--- src/rtl/vad_feat_binarize.sv ---
// -----------------------------------------------------------------------------
// vad_feat_binarize
//
// Front-end feature binarizer for the BNN voice-activity-detection core.
// A stream of unsigned per-band energy samples arrives over a valid/ready
// handshake, NBAND samples per frame. Each sample is compared against a
// per-band exponential moving average (EMA) of that band's history; the
// comparison bit is packed into an NBAND-bit frame word. When a well-formed
// frame completes, the word is presented on data_in together with a
// one-cycle read_en strobe, which drives the VAD core's input port directly.
//
// Parameters
//   DW     width of an unsigned band energy sample
//   NBAND  bands per frame, and width of the packed frame word (>= 2)
//   SHIFT  EMA smoothing shift, alpha = 2^-SHIFT (1 .. DW-1)
//
// Ports
//   clk        system clock, all logic on the rising edge
//   rst_n      asynchronous active-low reset
//   clear      synchronous: zero every EMA and abandon the current frame
//   in_valid   sample valid
//   in_ready   block can accept a sample this cycle
//   in_data    unsigned band energy
//   in_last    marks the final band of a frame (qualified by in_valid)
//   read_en    one-cycle strobe: data_in holds a freshly completed frame
//   data_in    packed binary frame, band 0 in the MSB
//   frame_err  one-cycle pulse: a malformed frame was discarded
// -----------------------------------------------------------------------------
module vad_feat_binarize #(
    parameter int DW    = 16,
    parameter int NBAND = 20,
    parameter int SHIFT = 3
) (
    input  logic             clk,
    input  logic             rst_n,
    input  logic             clear,
    input  logic             in_valid,
    output logic             in_ready,
    input  logic [DW-1:0]    in_data,
    input  logic             in_last,
    output logic             read_en,
    output logic [NBAND-1:0] data_in,
    output logic             frame_err
);

    localparam int CW = (NBAND > 1) ? $clog2(NBAND) : 1;
    localparam logic [CW-1:0] LAST_BAND = CW'(NBAND - 1);

    typedef enum logic {
        COLLECT = 1'b0,
        EMIT    = 1'b1
    } state_e;

    state_e           state_q, state_d;
    logic [CW-1:0]    bandCnt_q, bandCnt_d;
    logic [NBAND-1:0] frameShift_q, frameShift_d;
    logic [NBAND-1:0] frameOut_q, frameOut_d;
    logic             frameErr_q, frameErr_d;
    logic             live_q;
    logic [DW-1:0]    ema_q [NBAND];

    logic             accept;
    logic             sampleBit;
    logic             isLastBand;
    logic             frameDone;
    logic             frameBad;
    logic [NBAND-1:0] shiftedIn;
    logic [DW-1:0]    emaCur;
    logic [DW-1:0]    emaNext;
    logic signed [DW:0] emaDiff;
    logic [DW-1:0]    emaStep;

    // live_q holds in_ready low while in reset and for nothing else: it
    // rises on the first clock edge after rst_n is released.
    always_ff @(posedge clk or negedge rst_n) begin
        if (!rst_n) begin
            live_q <= 1'b0;
        end else begin
            live_q <= 1'b1;
        end
    end

    // Handshake and per-sample datapath. A clear in the same cycle blocks
    // acceptance, so a sample offered alongside clear is simply retried.
    always_comb begin
        in_ready   = live_q & (state_q == COLLECT) & ~clear;
        accept     = in_ready & in_valid;
        emaCur     = ema_q[bandCnt_q];
        sampleBit  = (in_data > emaCur);
        isLastBand = (bandCnt_q == LAST_BAND);
        frameDone  = accept & isLastBand & in_last;
        frameBad   = accept & (isLastBand ^ in_last);
        shiftedIn  = {frameShift_q[NBAND-2:0], sampleBit};
    end

    // EMA update: ema += floor((x - ema) / 2^SHIFT). The difference is
    // formed as a signed DW+1-bit value so the arithmetic shift floors
    // toward minus infinity. The mathematically exact result always lies
    // between ema and x, so it fits in DW bits and modulo-2^DW addition of
    // the truncated step gives the exact answer.
    always_comb begin
        emaDiff = $signed({1'b0, in_data}) - $signed({1'b0, emaCur});
        emaStep = DW'(emaDiff >>> SHIFT);
        emaNext = emaCur + emaStep;
    end

    // Per-band EMA bank. Only the band currently addressed by the counter
    // moves, and it moves for every accepted sample, including the one that
    // makes a frame malformed.
    always_ff @(posedge clk or negedge rst_n) begin
        if (!rst_n) begin
            for (int i = 0; i < NBAND; i++) begin
                ema_q[i] <= '0;
            end
        end else if (clear) begin
            for (int i = 0; i < NBAND; i++) begin
                ema_q[i] <= '0;
            end
        end else if (accept) begin
            ema_q[bandCnt_q] <= emaNext;
        end
    end

    // Control: band counter, frame assembly and the COLLECT/EMIT sequence.
    // The output word only changes when a well-formed frame completes; an
    // error, a clear or idle cycles leave it untouched.
    always_comb begin
        state_d      = state_q;
        bandCnt_d    = bandCnt_q;
        frameShift_d = frameShift_q;
        frameOut_d   = frameOut_q;
        frameErr_d   = 1'b0;

        if (clear) begin
            state_d      = COLLECT;
            bandCnt_d    = '0;
            frameShift_d = '0;
        end else begin
            unique case (state_q)
                COLLECT: begin
                    if (frameDone) begin
                        frameOut_d   = shiftedIn;
                        frameShift_d = '0;
                        bandCnt_d    = '0;
                        state_d      = EMIT;
                    end else if (frameBad) begin
                        frameShift_d = '0;
                        bandCnt_d    = '0;
                        frameErr_d   = 1'b1;
                    end else if (accept) begin
                        frameShift_d = shiftedIn;
                        bandCnt_d    = bandCnt_q + 1'b1;
                    end
                end
                EMIT: begin
                    state_d = COLLECT;
                end
                default: begin
                    state_d = COLLECT;
                end
            endcase
        end
    end

    // Control registers.
    always_ff @(posedge clk or negedge rst_n) begin
        if (!rst_n) begin
            state_q      <= COLLECT;
            bandCnt_q    <= '0;
            frameShift_q <= '0;
            frameOut_q   <= '0;
            frameErr_q   <= 1'b0;
        end else begin
            state_q      <= state_d;
            bandCnt_q    <= bandCnt_d;
            frameShift_q <= frameShift_d;
            frameOut_q   <= frameOut_d;
            frameErr_q   <= frameErr_d;
        end
    end

    // read_en is high exactly for the single EMIT cycle; frame_err can only
    // be set from COLLECT without entering EMIT, so the two never overlap.
    always_comb begin
        read_en   = (state_q == EMIT);
        data_in   = frameOut_q;
        frame_err = frameErr_q;
    end

endmodule

--- config.mk ---
export PLATFORM = sky130hd
export DESIGN_NAME = vad_feat_binarize
export DESIGN_NICKNAME = d
export VERILOG_FILES = /design/src/rtl/vad_feat_binarize.sv
export SDC_FILE = /design/constraint.sdc
export NUM_CORES = 1
export LEC_CHECK = 0
export CELL_PAD_IN_SITES_DETAIL_PLACEMENT = 0
export CELL_PAD_IN_SITES_GLOBAL_PLACEMENT = 1
export CORE_AREA = 5 5 211 213
export CTS_BUF_LIST = sky130_fd_sc_hd__clkbuf_8
export CTS_CLUSTER_DIAMETER = 80
export DETAILED_ROUTE_END_ITERATION = 10
export DIE_AREA = 0 0 216 218
export MAX_ROUTING_LAYER = met4
export PLACE_DENSITY_LB_ADDON = 0.1
export SYNTH_ARGS = -nofsm -noshare
export SYNTH_HDL_FRONTEND = slang
export SYNTH_SLANG_ARGS = --single-unit
--- constraint.sdc ---
create_clock -name clk -period 8.8 [get_ports clk]
set_input_delay 1.76 -clock clk [delete_from_list [all_inputs] [get_ports clk]]
set_output_delay 1.76 -clock clk [all_outputs]
set_load 0.02 [all_outputs]
==> out/qor.txt <==
Final Cycle Share: 78.9%
Finished Core Util: 48.9%
Layout cells sized above 1: 15.5%
Layout Cells excl Fill: 2,245
Die Area: 47,100 um2
Final hold violation count: 0
Die height: 218 um
Status: complete, no violations
Pre-CTS WS: 1.95 ns
Setup TNS: 0 ns
Later-pin clock latency in the skew report: 0.62 ns
Hold Path End: data_in[15]
Crit Reg-Reg Endpoint: ema_q[317]
Final critical-path required period: 6.94 ns
Initial antenna violation count: 0
Drt wl/cell: 23.9 um
Min-delay src: data_in[15]
Max-slew violations: 0
Unrepaired setup endpoints after global routing: false
Post-route DRC violation count: 0
Cts repair resizes: 0
Max cap viols: 0
Post-synth EDFFs: 0
Avg Inst Size Synth: 11.1 um2
Die X: 216 um
Arrival time worst endpoint: 7.37 ns
Tightest Hold Check Type: reg -> reg
Post-Place Cells: 2,140
GRT Overall Usage: 23.5%
Worst Tran Pin Value: 1.17 ns
Max VDD drop: 0.137 mV
Crit path max fanout: 34
Initial DRC Count: 1,039
CORE AREA: 42,500 um2
Vias in the first global route: 13,682
Initial Util: 44.2%
First-pass GRT wire length: 83.6 mm
Unique masters post-synth: 60
Layout Nets: 1,723
Top cell type's share of synthesized area: 48.9%
Worst reg2reg path depth: 19
Ys flop type: dfrtp_1
PwrDens: 217 nW/um2
Routed via count: 13,488
Synth Net Count: 1,748
Worst hold margin: 0.504 ns
Largest net degree at the start of global routing: 164
Clock skew: 0.0412 ns
Clock Path Buffers: 3
Post-synthesis register bit count: 367
CTS Buf Count: 68
Cts hold-fix bufs: 0
Final WL: 53.7 mm
Yosys warning count: 0
Total setup buffers inserted after CTS: 0
Ports: 44
Hold depth: 1
Flop2flop setup slack: 1.86 ns
Port Buffer Count: 43
Post-synthesis sequential area ratio: 48.9%
Slew headroom: 22.3%
FF-to-FF Start: bandCnt_q[0]
FFs w/ async S/R, synth: 100%
Synth area leaders: dfrtp_1, nand3b_1, mux4_2
F_max: 144 MHz
Remaining Overflow, GRT: 0
Ant. Diodes: 0
Final WS setup: 1.86 ns
CP required: 9.23 ns
Dpl hpwl: 30.6 mm
Worst Setup End Kind: register
Worst Path Class, Setup: reg -> reg
Reg clk slew, reported paths: 0.06 ns
TritonCTS clock tree: yes
Fin area: 20,800 um2
CTS H-tree depth: 3
Leading area contributor after synthesis: dfrtp_1
Post-Syn Instances: 1,689
Routability Congestion: 0.813
Total power: 4.51 mW
Netlist Area Pre-Place: 18,800 um2
Final setup vio count: 0
Vias per cell: 6.01
Num rows: 76
Placed instance area: 19,600 um2
Layout area overhead: 10.7%
Pre-Repair DR Iteration Count: 6
Leak: 9.06 nW
Critical Path Source Type: register
DRT antenna net count: 0
Clock Sinks: 367
Clk root buf: clkbuf_8
synth_stat cells, types with 5 or more instances:
library cell / number
o21ai_0: 302
a21o_1: 9
o21ai_2: 20
nand3b_1: 320
o31ai_1: 41
nor3_1: 8
buf_2: 12
buf_1: 12
xnor2_1: 10
nor2_1: 23
a21oi_1: 28
o22ai_1: 15
ha_1: 37
mux2i_1: 29
a31oi_1: 6
nand3_1: 8
nand2_1: 44
mux4_2: 76
xor2_1: 9
dfrtp_1: 367
and2_1: 7
clkbuf_1: 145
mux2_2: 23
inv_1: 44
nor2b_1: 5
a22o_1: 21
nand4_1: 6
nand2b_1: 8
logic make-up after synthesis:
| kind of cell | after synthesis | synth area share, % |
|---|---|---|
| compound gates | 469 | 14.5 |
| simple gates | 446 | 16.1 |
| flops | 367 | 48.9 |
| buf+inv | 218 | 4.55 |
| mux | 130 | 12.3 |
| fa+ha+maj | 38 | 2.57 |
| xor+xnor | 20 | 1.01 |
| other cells | 1 | 0.0200 |
how the worst max path moves through the flow:
| stage | start | end | slack, ns | cells after the start |
|---|---|---|---|---|
| after floorplan | bandCnt_q[0] | ema_q[253] | 3.46 | 23 |
| after global placement | bandCnt_q[0] | ema_q[317] | 2.05 | 19 |
| after detailed placement | bandCnt_q[0] | ema_q[317] | 1.95 | 19 |
| after CTS | bandCnt_q[0] | ema_q[317] | 1.92 | 19 |
| after global routing | bandCnt_q[0] | ema_q[317] | 1.34 | 20 |
| final | bandCnt_q[0] | ema_q[317] | 1.86 | 19 |
report_power, final:
group	leakage, nW	switching, mW	internal, mW
clock network	0.699	0.706	0.811
registers	5.12	0.0174	1.71
logic	3.25	0.919	0.345
total	9.06	1.64	2.87
state kept, by name (all words and copies together) (netlist names):
register and flops:
data_in 20, frameShift_q 19, ema_q 320, read_en 1, frame_err 1, live_q 1, bandCnt_q 5
layout make-up:
| type | instances | area (um2) |
|---|---|---|
| Tap cell | 546 | 683 |
| Timing Repair Buffer | 78 | 737 |
| Sequential cell | 367 | 9190 |
| Fill cell | 3892 | 21700 |
| Clock inverter | 25 | 101 |
| Clock buffer | 80 | 1100 |
| Multi-Input combinational cell | 1104 | 8820 |
| Inverter | 45 | 169 |
cells in the final DEF (no fill, tap or decap), drive strengths merged, types with 4 or more instances in the layout:
cell           Yosys  routed
xnor2             10      10
nor2              23      23
mux4              78      78
xor2               9       9
nor3b              4       4
a22o              21      21
clkbuf           145      80
inv               45      66
o22ai             15      15
buf               28      37
nor3               8       8
nand3              8       8
nand2b             8       8
ha                37      37
a31oi              6       6
nand3b           320     320
a21o               9       9
nor2b              5       5
mux2              23      23
dfrtp            367     367
nand4              6       6
and2               8       8
clkdlybuf4s50      0      41
a21oi             28      28
o21ai            325     325
mux2i             29      29
o31ai             41      41
nand2             44      44
routing by layer:
layer	up-vias	track usage, %	wire length, um	share of wire, %
met3	67	4.26	2710	5.0
li1	6159	-	-	-
met5	-	-	0	0
met2	299	36.5	24900	46
met4	0	5.81	927	1.7
met1	6963	32.4	25100	47
critical path, cell delays in order (launching register included):
cell and delay [ns]:
dfrtp_4 0.89, mux4_2 0.58, mux2i_1 0.14, o22ai_1 0.09, o21ai_0 0.75, ha_1 0.39
inv_1 0.08, a211oi_1 0.06, o311a_1 0.38, o31ai_1 0.40, a21oi_1 0.22, or4_1 0.43
nand4_1 0.09, ha_1 0.31, a21o_1 0.20, nor3_1 0.25, nor3_1 0.09, a211o_1 0.24
nor3_2 0.83, o21ai_0 0.24
No activity file was read; power rests on OpenSTA's default activity.
